--- config.mk ---
export PLATFORM = sky130hd
export DESIGN_NAME = cacheline_adaptor
export DESIGN_NICKNAME = d
export VERILOG_FILES = /design/src/rtl/cacheline_adaptor.sv
export SDC_FILE = /design/constraint.sdc
export NUM_CORES = 1
export LEC_CHECK = 0
export ABC_CLOCK_PERIOD_IN_PS = 13100
export BUFFER_PORTS_ARGS = -buffer_cell sky130_fd_sc_hd__buf_4
export CAP_MARGIN = 20
export CORE_AREA = 2 2 278 280
export CTS_CLUSTER_DIAMETER = 80
export DETAILED_ROUTE_END_ITERATION = 10
export DIE_AREA = 0 0 280 282
export GPL_ROUTABILITY_DRIVEN = 1
export GPL_TIMING_DRIVEN = 0
export SKIP_LAST_GASP = 1
export SYNTH_ARGS = -nofsm -noshare
export SYNTH_HDL_FRONTEND = slang
export SYNTH_SLANG_ARGS = --single-unit
--- constraint.sdc ---
create_clock -name clk -period 13.1 [get_ports clk]
set_input_delay 2.62 -clock clk [delete_from_list [all_inputs] [get_ports clk]]
set_output_delay 2.62 -clock clk [all_outputs]
set_load 0.02 [all_outputs]
--- src/rtl/cacheline_adaptor.sv ---
// Bridges one 256-bit cacheline request to a four-beat 64-bit memory burst.
// Read beats are reassembled into the line buffer. Write beats are streamed out of that same buffer.
module cacheline_adaptor #(
  parameter int LINE_W  = 256,
  parameter int BURST_W = 64,
  parameter int ADDR_W  = 32
) (
  input  logic               clk,
  input  logic               rst,
  input  logic [ADDR_W-1:0]  address_i,
  input  logic [LINE_W-1:0]  line_i,
  input  logic               read_i,
  input  logic               write_i,
  output logic [LINE_W-1:0]  line_o,
  output logic               resp_o,
  output logic [ADDR_W-1:0]  address_o,
  output logic [BURST_W-1:0] burst_o,
  output logic               read_o,
  output logic               write_o,
  input  logic [BURST_W-1:0] burst_i,
  input  logic               resp_i
);

  localparam int BEATS = LINE_W / BURST_W;
  localparam int OFF_W = $clog2(LINE_W / 8);

  typedef enum logic [1:0] {IDLE, READ, WRITE, DONE} state_t;

  state_t             state, state_next;
  logic [1:0]         cnt;
  logic [LINE_W-1:0]  buffer;
  logic [ADDR_W-1:0]  addr;
  logic               last_beat;

  assign last_beat = resp_i && (cnt == 2'(BEATS - 1));

  // NOTE: sequential state is updated with <= so every flop samples pre-edge values.
  always_ff @(posedge clk or posedge rst) begin
    if (rst) state <= IDLE;
    else     state <= state_next;
  end

  // NOTE: default assignment first, so no path through this block can infer a latch.
  always_comb begin
    state_next = state;
    unique case (state)
      IDLE:  if (read_i)       state_next = READ;
             else if (write_i) state_next = WRITE;
      READ:  if (last_beat)    state_next = DONE;
      WRITE: if (last_beat)    state_next = DONE;
      DONE:                    state_next = IDLE;
      default:                 state_next = IDLE;
    endcase
  end

  // NOTE: the line buffer is a register file, not a RAM. It is reset so that line_o reads zero after reset.
  always_ff @(posedge clk or posedge rst) begin
    if (rst) begin
      cnt    <= '0;
      buffer <= '0;
      addr   <= '0;
    end else begin
      unique case (state)
        IDLE: if (read_i || write_i) begin
          addr <= {address_i[ADDR_W-1:OFF_W], OFF_W'(0)};
          cnt  <= '0;
          if (!read_i) buffer <= line_i;
        end
        READ: if (resp_i) begin
          buffer[BURST_W*cnt +: BURST_W] <= burst_i;
          cnt <= cnt + 2'd1;
        end
        WRITE: if (resp_i) cnt <= cnt + 2'd1;
        default: ;
      endcase
    end
  end

  // Outputs depend only on registered state, so there is no combinational input-to-output path.
  always_comb begin
    read_o  = 1'b0;
    write_o = 1'b0;
    resp_o  = 1'b0;
    burst_o = '0;
    unique case (state)
      READ:  read_o = 1'b1;
      WRITE: begin
        write_o = 1'b1;
        burst_o = buffer[BURST_W*cnt +: BURST_W];
      end
      DONE:  resp_o = 1'b1;
      default: ;
    endcase
  end

  assign line_o    = buffer;
  assign address_o = addr;

endmodule

==> results of run 1 <==
## state kept, by name, summed over array words and instances, names as in the netlist
| register | flops |
|---|---|
| line_o | 256 |
| address_o | 27 |
| cnt | 2 |
| state | 2 |
## worst register-to-register path, delay by kind of cell (launching register included)
family / cells / cell delay [ns]
muxes: 1 / 0.14
adders and majority gates: 1 / 0.44
and+or+nand+nor: 1 / 0.12
DFF: 1 / 0.54
buffers and inverters: 5 / 3.23
AOI/OAI and AO/OA: 1 / 0.29
## worst min-delay path by stage
stage / startpoint / end / slack, ns / cells past startpoint
6_report: address_o[7]$_DFFE_PP0P_ / address_o[7]$_DFFE_PP0P_ / 0.51 / 1
5_1_grt: address_o[7]$_DFFE_PP0P_ / address_o[7]$_DFFE_PP0P_ / 0.53 / 1
4_1_cts: address_o[21]$_DFFE_PP0P_ / address_o[21]$_DFFE_PP0P_ / 0.51 / 1
3_5_place_dp: address_o[21]$_DFFE_PP0P_ / address_o[21]$_DFFE_PP0P_ / 0.50 / 1
3_3_place_gp: address_o[7]$_DFFE_PP0P_ / address_o[7]$_DFFE_PP0P_ / 0.49 / 1
2_1_floorplan: state[0]$_DFFE_PP0P_ / state[0]$_DFFE_PP0P_ / 0.54 / 1
## cell type report
| class | instances | area share |
|---|---|---|
| diodes | 5 | 0.0004993 |
| plain buffers | 152 | 0.03954 |
| clock buffers | 63 | 0.04663 |
| clock inverters | 6 | 0.003495 |
| inverters | 72 | 0.01108 |
| multi-input cells | 841 | 0.3483 |
| flip-flops and latches | 287 | 0.2866 |
| well taps | 978 | 0.04883 |
| repair buffers | 707 | 0.2151 |
## layer usage
metal	up-vias	part of all wire	track usage
met5	-	0.00046	0
met4	6	0.040	0.08474
met3	187	0.081	0.05452
met2	875	0.48	0.3470
met1	8306	0.40	0.2585
li1	6723	-	-
## stage by stage
stage / power (uW) / worst slack [ns] / instances / hold slack [ns]
floorplan: 4314 / 2.559 / 1352 / 0.5392
detailed placement: 6274 / 7.722 / 3037 / 0.4951
finish: 7344 / 7.227 / 3111 / 0.5095
global placement: 6151 / -1.391 / 3031 / 0.4916
CTS: 7371 / 7.120 / 3106 / 0.5075
global route: 7671 / 7.013 / 3108 / 0.5268
## cells in the final DEF (no fill, tap or decap), types with 2 or more instances in the layout
cell | Yosys | layout
mux2_4 | 41 | 41
clkbuf_16 | 0 | 41
bufinv_16 | 0 | 2
nand2_1 | 70 | 70
a221oi_1 | 2 | 2
nand2b_1 | 2 | 2
inv_1 | 71 | 70
buf_6 | 19 | 19
a32o_1 | 128 | 128
mux2_1 | 2 | 2
clkbuf_1 | 59 | 75
clkbuf_8 | 0 | 6
clkinv_4 | 0 | 2
o32ai_1 | 64 | 64
buf_16 | 0 | 3
nor2b_1 | 67 | 67
clkinv_2 | 0 | 2
dfrtp_1 | 287 | 287
a22oi_4 | 4 | 4
buf_1 | 9 | 8
ha_1 | 10 | 10
mux2_2 | 240 | 240
mux4_2 | 64 | 64
conb_1 | 1 | 5
buf_4 | 6 | 707
mux2i_1 | 2 | 2
o22ai_1 | 2 | 2
buf_2 | 41 | 42
buf_8 | 18 | 21
diode_2 | 0 | 5
and2_1 | 65 | 65
nor2_1 | 2 | 2
a41o_1 | 64 | 64
## cell families (layout without fill, tap and decap cells)
logic type / after synthesis / after routing / share of synthesized area
AOI/OAI and AO/OA: 267 / 267 / 0.1529
adders and majority gates: 10 / 10 / 0.007293
buffers and inverters: 224 / 1000 / 0.07344
DFF: 287 / 287 / 0.4186
muxes: 349 / 349 / 0.2799
other: 1 / 10 / 0.0002186
and+or+nand+nor: 210 / 210 / 0.06754
## where the power goes
group,switching (uW),internal [uW],leakage (uW)
logic,2430,2040,0.00760
registers,461,1340,0.00351
clock network,425,648,0.000612
total,3310,4030,0.0117
==> results.sh, run 1 <==
export IMPL_status="finished, final reports clean"
export IMPL_cts_setup_buffers=0
export IMPL_period_share=0.4483
export IMPL_ys_async_sr_fraction=1.000
export IMPL_maxCapViolCount=0
export IMPL_seq_area_sq_um=7182
export IMPL_multi_input_area_sq_um=8728
export IMPL_root_buffer="clkbuf_16"
export IMPL_final_setup_tns_ns=0
export IMPL_vdd_drop_max_mv=0.1320
export IMPL_synth_common_cells="287 x dfrtp_1, 240 x mux2_2, 128 x a32o_1"
export IMPL_cts_resized=0
export IMPL_rsz0062_at_grt="false"
export IMPL_netlist_area_sq_um=17160
export IMPL_drc_errors=0
export IMPL_cp_depth=5
export IMPL_first_iter_violations=1048
export IMPL_utilization=0.3311
export IMPL_ys_types=34
export IMPL_reg2reg_depth=9
export IMPL_finalSetupViolations=0
export IMPL_worstSetupEndpoint="burst_o[61]"
export IMPL_slew_viol_final=0
export IMPL_cts_buffer_depth=3
export IMPL_finalWeightedCongestion=0.8915
export IMPL_grt_pass1_wl_um=120400
export IMPL_ys_seq_area_frac=0.4186
export IMPL_worst_slew_pin_transition_ns=1.127
export IMPL_antenna_found_initial=11
export IMPL_synth_edff_count=0
export IMPL_p_per_area_nw_per_um2=293.0
export IMPL_crit_required_ns=10.48
export IMPL_die_w_um=280
export IMPL_slowest_delay_ns=0.87
export IMPL_yosysMostFrequentCell="dfrtp_1"
export IMPL_slew_limit_headroom=0.2487
export IMPL_end_kind="output pin"
export IMPL_fmax_mhz=170.3
export IMPL_dieArea_sq_um=78960
export IMPL_cp_slowest_cell="buf_1"
export IMPL_clk_latency_ns=0.55
export IMPL_dr_total_vias=16097
export IMPL_rows=101
export IMPL_initial_core_util=0.2266
export IMPL_clk_pin_slew_ns=0.06
export IMPL_fill_cells=7641
export IMPL_drtPass1Iterations=5
export IMPL_yosysTopAreaCell="dfrtp_1"
export IMPL_cp_num_buf_inv=3
export IMPL_crit_path_start="cnt[0]$_DFFE_PP0P_"
export IMPL_die_h_um=282
export IMPL_avgSynthCellArea_sq_um=12.73
export IMPL_timing_rr_end="line_o[235]$_DFFE_PP0P_"
export IMPL_core_area_sq_um=75700
export IMPL_ant_nets=0
export IMPL_syn_inst=1348
export IMPL_synth_seq_cells=287
export IMPL_htreeDepth=2
export IMPL_synth_top_area_share=0.4186
export IMPL_cts_sinks=287
export IMPL_cts_inserted_buffers=40
export IMPL_dpl_instance_area_sq_um=23790
export IMPL_min_period_ns=5.873
export IMPL_timing_hold_violations_final=0
export IMPL_gr_total_overflow=0
export IMPL_critical_path_peak_fanout=10
export IMPL_routedWlPerCell_um=27.81
export IMPL_start_kind="flop"
export IMPL_drive_above_1_share=0.5634
export IMPL_arrival_ns=3.25
export IMPL_ff2ff_setup_slack_ns=8.29
export IMPL_worstReg2RegStart="cnt[0]$_DFFE_PP0P_"
export IMPL_leakagePower_uw=0.01172
export IMPL_postLayoutCellArea_sq_um=25060
export IMPL_grt_pass1_vias=16849
export IMPL_crit_chain="buf_2 > buf_1 > mux4_2 > and2_1 > buf_4"
export IMPL_port_buffers=701
export IMPL_ys_flop_type="dfrtp_1"
export IMPL_area_growth_pct=46.09
export IMPL_num_io_pins=712
export IMPL_dpl_hpwl_um=66440
export IMPL_finClkSkew_ns=0.01552
export IMPL_cts_hold_buffers=0
export IMPL_yosysWarnings=0
export IMPL_critPathTopFamily="buffers and inverters"
export IMPL_routed_via_density=5.174
export IMPL_routed_wl_um=86520
export IMPL_tritoncts="done"
export IMPL_ys_top_cells_by_area="dfrtp_1 42%, mux2_2 16%, mux4_2 8.4%"
export IMPL_nets=2468
export IMPL_grt_max_degree=118
export IMPL_hold_class="reg -> reg"
export IMPL_worstSetupPathType="reg -> out"
export IMPL_grt_total_usage=0.2092
(Power assumes the default switching activity.)
==> run 2, diff against run 1 <==
--- a/config.mk
+++ b/config.mk
@@ -5,7 +5,7 @@
 export SDC_FILE = /design/constraint.sdc
 export NUM_CORES = 1
 export LEC_CHECK = 0
-export ABC_CLOCK_PERIOD_IN_PS = 13100
+export ABC_CLOCK_PERIOD_IN_PS = 5450
 export BUFFER_PORTS_ARGS = -buffer_cell sky130_fd_sc_hd__buf_4
 export CAP_MARGIN = 20
 export CORE_AREA = 2 2 278 280
==> constraint.sdc (replaced) <==
create_clock -name clk -period 5.45 [get_ports clk]
set_input_delay 1.09 -clock clk [delete_from_list [all_inputs] [get_ports clk]]
set_output_delay 1.09 -clock clk [all_outputs]
set_load 0.02 [all_outputs]
==> results.sh, run 2 (synthesized netlist as in run 1, its figures left out) <==
export IMPL_status="finished, final reports clean"
export IMPL_cts_sinks=287
export IMPL_hold_ws_ns=0.5100
export IMPL_cts_setup_buffers=0
export IMPL_largest_register_ffs=256
export IMPL_drtPass1Iterations=7
export IMPL_switching_share=0.4506
export IMPL_cp_slowest_cell="buf_1"
export IMPL_routed_wl_um=86360
export IMPL_clkPwrFrac=0.145
export IMPL_postLayoutCellArea_sq_um=25160
export IMPL_hold_path_depth=1
export IMPL_drc_errors=0
export IMPL_pwr_share_seq=0.247
export IMPL_place_ws_ns=0.7415
export IMPL_timing_hold_violations_final=0
export IMPL_die_w_um=280
export IMPL_end_kind="flop"
export IMPL_dpl_hpwl_um=67630
export IMPL_fill_cells=7636
export IMPL_die_h_um=282
export IMPL_slew_limit_headroom=0.2807
export IMPL_worstSetupPathType="reg -> reg"
export IMPL_cp_common_cell="clkbuf_1"
export IMPL_drive_above_1_share=0.5700
export IMPL_critical_path_peak_fanout=10
export IMPL_p_per_area_nw_per_um2=698.4
export IMPL_routedWlPerCell_um=27.71
export IMPL_dpl_instance_area_sq_um=23890
export IMPL_gr_total_overflow=0
export IMPL_pwr_share_comb=0.607
export IMPL_htreeDepth=2
export IMPL_fin_ws_ns=0.8079
export IMPL_utilization=0.3324
export IMPL_num_io_pins=712
export IMPL_port_buffers=701
export IMPL_cts_inserted_buffers=40
export IMPL_ant_nets=0
export IMPL_first_iter_violations=1053
export IMPL_area_growth_pct=46.66
export IMPL_reg2reg_depth=10
export IMPL_clk_latency_ns=0.55
export IMPL_finalWeightedCongestion=0.8936
export IMPL_critPathTopFamily="buffers and inverters"
export IMPL_slowest_delay_ns=0.86
export IMPL_cts_resized=0
export IMPL_clk_pin_slew_ns=0.06
export IMPL_tritoncts="done"
export IMPL_dr_total_vias=16007
export IMPL_crit_required_ns=5.94
export IMPL_period_share=0.8518
export IMPL_cp_num_buf_inv=6
export IMPL_grt_total_usage=0.2091
export IMPL_final_common_cell="buf_4"
export IMPL_finClkSkew_ns=0.02103
export IMPL_root_buffer="clkbuf_16"
export IMPL_arrival_ns=5.13
export IMPL_crit_chain="buf_2 > buf_1 > inv_1 > ha_1 > nor2b_1 > clkbuf_1 > buf_6 > clkbuf_1 > a41o_1 > mux2_2"
export IMPL_cts_hold_buffers=0
export IMPL_worst_slew_pin_transition_ns=1.079
export IMPL_finalSetupViolations=0
export IMPL_power_switching_uw=7918
export IMPL_core_area_sq_um=75700
export IMPL_vdd_drop_max_mv=0.3200
export IMPL_routed_via_density=5.137
export IMPL_grt_max_degree=41
export IMPL_leakagePower_uw=0.01179
export IMPL_hold_class="reg -> reg"
export IMPL_antenna_found_initial=10
export IMPL_dieArea_sq_um=78960
export IMPL_min_period_ns=4.642
export IMPL_maxCapViolCount=0
export IMPL_initial_core_util=0.2266
export IMPL_nets=2474
export IMPL_fmax_mhz=215.4
export IMPL_grt_pass1_vias=16615
export IMPL_slew_viol_final=0
export IMPL_grt_pass1_wl_um=120400
export IMPL_start_kind="flop"
export IMPL_intPower_uw=9654
export IMPL_rows=101
export IMPL_cp_depth=10
export IMPL_rsz0062_at_grt="false"
export IMPL_final_cell_mix="707 x buf_4, 287 x dfrtp_1, 240 x mux2_2"
export IMPL_cts_buffer_depth=3
[run 2: final cells by class]
class / count / area [sq um] / area share
Timing Repair Buffer: 713 / 5487 / 0.2181
Tap cell: 978 / 1224 / 0.04863
Buffer: 152 / 991.0 / 0.03939
Multi-Input combinational cell: 841 / 8728 / 0.3469
Clock buffer: 52 / 1127 / 0.04481
Inverter: 72 / 274.0 / 0.01089
Clock inverter: 18 / 140.1 / 0.005570
Sequential cell: 287 / 7182 / 0.2854
Antenna cell: 3 / 7.507 / 0.0002984
[run 2: path summary, 6_finish.rpt]
check | from | to | slack [ns]
min in group asynchronous | rst | line_o[121]$_DFFE_PP0P_ | 0.71
hold reg to reg | address_o[17]$_DFFE_PP0P_ | address_o[17]$_DFFE_PP0P_ | 0.51
hold / removal | address_o[17]$_DFFE_PP0P_ | address_o[17]$_DFFE_PP0P_ | 0.51
max in group asynchronous | rst | line_o[87]$_DFFE_PP0P_ | 3.70
setup reg to reg | cnt[0]$_DFFE_PP0P_ | line_o[56]$_DFFE_PP0P_ | 0.81
setup / recovery | cnt[0]$_DFFE_PP0P_ | line_o[56]$_DFFE_PP0P_ | 0.81
[run 2: power groups by stage]
| stage | clock network [uW] | logic (uW) | registers (uW) |
|---|---|---|---|
| global placement | 0 | 10500 | 4290 |
| CTS | 2630 | 10800 | 4310 |
| global route | 2710 | 11300 | 4440 |
| detailed placement | 0 | 10700 | 4340 |
| floorplan | 0 | 5230 | 5140 |
| finish | 2550 | 10700 | 4340 |
[run 2: stage by stage]
| stage | cells | total power (uW) | setup TNS [ns] |
|---|---|---|---|
| detailed placement | 3043 | 15070 | 0 |
| CTS | 3113 | 17710 | 0 |
| global route | 3114 | 18410 | 0 |
| floorplan | 1352 | 10370 | 0 |
| finish | 3116 | 17570 | 0 |
| global placement | 3031 | 14780 | -422.00 |
[run 2: layer usage]
layer	GRT usage	wire (um)
met2	0.3597	42610
met5	0	9
met1	0.2624	35220
met3	0.04218	5972
met4	0.06595	2553
